**config.mk**
```make
export PLATFORM = sky130hd
export DESIGN_NAME = mod977_vec_accum
export DESIGN_NICKNAME = d
export VERILOG_FILES = /design/src/rtl/mod977_vec_accum.sv
export SDC_FILE = /design/constraint.sdc
export NUM_CORES = 1
export LEC_CHECK = 0
export ABC_AREA = 1
export CAP_MARGIN = 20
export CORE_MARGIN = 10
export CORE_UTILIZATION = 50
export DETAILED_ROUTE_END_ITERATION = 16
export PLACE_DENSITY = 0.77
export SETUP_SLACK_MARGIN = 0.2
export SKIP_LAST_GASP = 1
export SLEW_MARGIN = 10
export SYNTH_ARGS = -nofsm -noshare
export SYNTH_HDL_FRONTEND = slang
export SYNTH_SLANG_ARGS = --single-unit
```
**constraint.sdc**
```tcl
create_clock -name clk -period 2.25 [get_ports clk]
set_input_delay 0.45 -clock clk [delete_from_list [all_inputs] [get_ports clk]]
set_output_delay 0.45 -clock clk [all_outputs]
set_load 0.01 [all_outputs]
```
**src/rtl/mod977_vec_accum.sv**
```systemverilog
// Modular vector accumulator: sums each run of LEN residues mod Q and emits one
// reduced sum per vector. Optional input range check: MOD977_ACC_RANGE_CHECK_EN.
module mod977_vec_accum #(
  parameter int Q   = 977,
  parameter int W   = 10,
  parameter int LEN = 16
) (
  input  logic         clk,
  input  logic         rst,
  input  logic         clr,
  input  logic         in_valid,
  output logic         in_ready,
  input  logic [W-1:0] in_data,
  output logic         out_valid,
  input  logic         out_ready,
  output logic [W-1:0] out_data,
  output logic         err
);

  localparam int            CW       = $clog2(LEN);
  localparam logic [CW-1:0] CNT_LAST = CW'(LEN - 1);
  localparam logic [W:0]    Q_WIDE   = (W + 1)'(Q);

  typedef enum logic {
    ACCUM = 1'b0,
    HOLD  = 1'b1
  } state_t;

  state_t        state_q;
  logic [W-1:0]  acc_q;
  logic [CW-1:0] cnt_q;
  logic          out_valid_q;
  logic [W-1:0]  out_data_q;
  logic [W:0]    x_w;
  logic [W:0]    sum_w;
  logic [W:0]    sum_red;
  logic [W-1:0]  acc_d;
  logic          x_oor;

  // Single conditional-subtract modular add of the (optionally pre-corrected) input.
  always_comb begin
    x_w   = {1'b0, in_data};
    x_oor = (x_w >= Q_WIDE);
`ifdef MOD977_ACC_RANGE_CHECK_EN
    if (x_oor) begin
      x_w = x_w - Q_WIDE;
    end else begin
      x_w = {1'b0, in_data};
    end
`endif
    sum_w = {1'b0, acc_q} + x_w;
    if (sum_w >= Q_WIDE) begin
      sum_red = sum_w - Q_WIDE;
    end else begin
      sum_red = sum_w;
    end
    acc_d = sum_red[W-1:0];
  end

  assign in_ready  = (state_q == ACCUM);
  assign out_valid = out_valid_q;
  assign out_data  = out_data_q;

`ifdef MOD977_ACC_RANGE_CHECK_EN
  logic err_q;
  assign err = err_q;

  // Sticky flag for any accepted out-of-range residue; only rst clears it.
  always_ff @(posedge clk) begin
    if (rst) begin
      err_q <= 1'b0;
    end else if (!clr && in_valid && (state_q == ACCUM) && x_oor) begin
      err_q <= 1'b1;
    end else begin
      err_q <= err_q;
    end
  end
`else
  assign err = 1'b0;
`endif

  // Accumulate/hold state machine; clr drops any partial vector or pending result.
  always_ff @(posedge clk) begin
    if (rst) begin
      state_q     <= ACCUM;
      acc_q       <= '0;
      cnt_q       <= '0;
      out_valid_q <= 1'b0;
      out_data_q  <= '0;
    end else if (clr) begin
      state_q     <= ACCUM;
      acc_q       <= '0;
      cnt_q       <= '0;
      out_valid_q <= 1'b0;
    end else begin
      case (state_q)
        ACCUM: begin
          if (in_valid) begin
            if (cnt_q == CNT_LAST) begin
              out_data_q  <= acc_d;
              out_valid_q <= 1'b1;
              acc_q       <= '0;
              cnt_q       <= '0;
              state_q     <= HOLD;
            end else begin
              acc_q <= acc_d;
              cnt_q <= cnt_q + CW'(1);
            end
          end
        end
        HOLD: begin
          if (out_ready) begin
            out_valid_q <= 1'b0;
            state_q     <= ACCUM;
          end
        end
        default: begin
          state_q     <= ACCUM;
          out_valid_q <= 1'b0;
        end
      endcase
    end
  end

endmodule

```
==> results.md <==
* Max Cap Violations at 0
* CP max FO at 7
* Routed len/inst at 13.1 microns
* Hold crit path type: register to register
* Arr. time, crit path at between 2 and 3 ns
* Leakage at 1.50 nW
* Inserted Clock Buffers at 3
* Achievable frequency at 413 MHz
* Cell variety after synth at 31
* Die Wd at 83.7 microns
* Crit path capture type: register
* IO buf count at 26
* DIE AREA at between 7000 and 8000 sq um
* Delay-heaviest family, CP: simple AND/OR/NAND/NOR gates
* Final min period at roughly 2.4 ns
* Area share of the largest cell type after synthesis at 25.7%
* IO Pins at 28
* Final Max Tran Viols at 0
* Overall power at roughly 1.4 mW
* WP buf/inv at 2
* Post-route setup slack at -0.169 ns
* CP Class: register to register
* Synth area leader: dfxtp_1
* GRT Total Usage at between 10% and 20%
* Failing checks: negative setup slack
* Drt first pass iters at 4
* Syn Area/Cell at 6.16 sq um
* Sum of net half-perimeters after detailed placement at 3970 microns
* Routed WL at 5840 microns
* Initial DRC count at 154
* Req. time, crit path at 2.45 ns
* Hold depth at 2
* Startpoint Class: register
* NetSw at 0.488 mW
* CP max stage delay at around 0.4 ns
* Syn. warnings at 0
* Comb pwr share at 43.2%
* Fin crit share at 108%
* Post-DP Area at 2600 sq um
* Sequential area share after synthesis at 25.7%
* Fin area at 3010 sq um
* Max VDD drop at around 0.4 mV
* CP Depth at 17
* Post-route ant nets at 0
* Post-synth EDFFs at 0
* CP dominant cell by count: nand2_2
* Initial Utilization at 51.0%
* Rows at 23
* Slew margin rel. at 58.7%
* Synth area leaders: dfxtp_1 (26%), nand2_1 (20%), inv_1 (9.3%)
* Post-synth top flop: dfxtp_1
* Share of layout cells above drive strength 1 at between 30% and 40%
* Worst-path clk slew at approximately 0.090 ns
* Clk buf depth at 2
* Htree depth at 1
* Die span in y at 83.7 microns
* DR DRC count at 0
* Int Pwr at ~0.90 mW
* Final Hold Fails at 0
* CTS tree: done
* GRT Residual Overflow at 0
* Storage element area at 522 sq um
* Syn-to-layout area delta at 48.5%
* Syn Std Cell Area at slightly above 2000 sq um
* Final setup violation count at 20
* Worst r2r path cells at 17
* Ys async rst share at 0%
* Antenna diodes at 0
* DR vias/cell at 5.00
* Cell Chain, Critical Path: ha_4 -> inv_2 -> fa_2 -> inv_2 -> nand2_2 -> nand2_2 -> nand3b_1 -> nand2_2 -> nand2_1 -> nand3b_1 -> nor2_4 -> nand2_4 -> nand3_4 -> nand2_2 -> nand2_2 -> nand2_2 -> a21oi_2
* Syn nets at 358
* Multi-input logic area at 1590 sq um
* Fillers at around 290
* Clock Skew at 0.00542 ns
* Hold slack at 0.490 ns
* Via Count at 2228
* Synthesis-stage register bit count at 26
* RD Place Congestion at 0.870
* Status: finished with violations
* Worst-Margin Slew at 0.618 ns
* Clk sink count at 26
* Nets@finish at approximately 430
* Seq pwr share at between 30% and 40%
* Commonest non-fill, non-tap cell in the layout: nand2_1
* Slowest-stage cell, CP: fa_2
* Clock power share at approximately 22%
* Worst-Skew Late Latency at 0.27 ns
* Initial antenna violation count at 0
* Largest net degree at the start of global routing at 17
* Switch share at about a third
* Global-route wire length before repair at between 9000 and 10000 microns
* RSZ-0062 raised after global routing: yes
* Vias in the first global route at 2231
* Core ar. at 3970 sq um
* Syn Inst Count at 329
* Pwr/cell area at between 400 and 500 nW/um^2
* Commonest non-fill, non-tap cells in the layout: nand2_1 (74), inv_1 (45), nand2_2 (41), buf_4 (38), nor2_1 (31)
* Clock root cell: clkbuf_8
-- power by group through the flow --
stage / combinational, mW / sequential, mW / clock [mW]
6_report: 0.599 / 0.482 / 0.304
5_1_grt: 0.652 / 0.484 / 0.322
4_1_cts: 0.534 / 0.483 / 0.305
3_5_place_dp: 0.465 / 0.490 / 0
3_3_place_gp: 0.457 / 0.490 / 0
2_1_floorplan: 0.297 / 0.486 / 0
-- path summary, 6_finish.rpt --
check / start / endpoint / slack (ns)
worst min register to register: cnt_q[1] / cnt_q[1] / 0.49
worst max-delay path: acc_q[0] / acc_q[5] / -0.17
worst max register to register: acc_q[0] / acc_q[5] / -0.17
worst min-delay path: cnt_q[1] / cnt_q[1] / 0.49
-- cells by family after synthesis --
kind of cell	after synthesis	share of synthesized area [%]
and+or+nand+nor	192	42.4
buffers and inverters	61	12.3
AOI/OAI and AO/OA	28	7.35
DFF	26	25.7
adders and majority gates	14	9.01
xor gates and xnor gates	7	3.02
other	1	0.185
-- state kept, by name, summed over array words and instances (netlist names) --
name	cells
cnt_q	4
state_q	1
acc_q	10
out_data	10
out_valid	1
-- what timing repair did --
| item | CTS | global route |
|---|---|---|
| pin swaps | 33 | 21 |
| buffers inserted | 5 | 1 |
| endpoints found under the setup margin | 20 | 20 |
| cloned | 3 | 0 |
| gates resized for setup | 52 | 31 |
| hold buffers | 0 | 0 |
-- per-stage QoR --
stage               utilization [%]  cells  TNS [ns]  setup WS [ns]
global route                   75.8    446     -5.23         -0.290
finish                         75.8    446     -2.49         -0.169
global placement               65.5    433    -14.56         -0.769
floorplan                         -    329    -0.772        -0.0589
CTS                            73.4    445    -0.455        -0.0496
detailed placement             65.5    433    -15.33         -0.801
-- per-layer routing --
| layer | global-route usage (%) | wire (microns) | vias to the layer above |
|---|---|---|---|
| li1 | - | - | 1159 |
| met4 | 3.50 | 15 | 0 |
| met5 | 0 | 0 | - |
| met3 | 3.32 | 253 | 2 |
| met1 | 17.4 | 2390 | 1008 |
| met2 | 29.7 | 3180 | 59 |
-- worst reg2reg max path, cell delays in order, from the launching register on --
cell,delay (ns)
dfxtp_2,0.35
ha_4,0.13
inv_2,0.04
fa_2,0.39
inv_2,0.06
nand2_2,0.06
nand2_2,0.09
nand3b_1,0.11
nand2_2,0.10
nand2_1,0.05
nand3b_1,0.20
nor2_4,0.16
nand2_4,0.12
nand3_4,0.16
nand2_2,0.07
nand2_2,0.09
nand2_2,0.07
a21oi_2,0.12
-- final cells by class --
cell class                      count  share of cell area [%]
Clock buffer                        4                    1.83
Inverter                           53                    6.61
Multi-Input combinational cell    245                    53.0
Sequential cell                    26                    17.3
Tap cell                           50                    2.08
Timing Repair Buffer               68                    19.2
-- synthesized netlist by cell type, types with 2 or more instances --
master	count
nand2_2	10
xnor2_1	4
a21oi_1	16
nor3_1	2
nor2_2	4
nor2_1	34
ha_1	13
nand3_2	4
o21ai_0	2
xor2_1	3
nand4_1	11
buf_2	2
clkbuf_1	3
nand3b_1	3
buf_6	2
nand3_1	15
inv_1	50
dfxtp_1	26
nand2_1	106
o21ai_1	7
inv_2	2
Note: power is estimated with default switching activity, not from simulation.
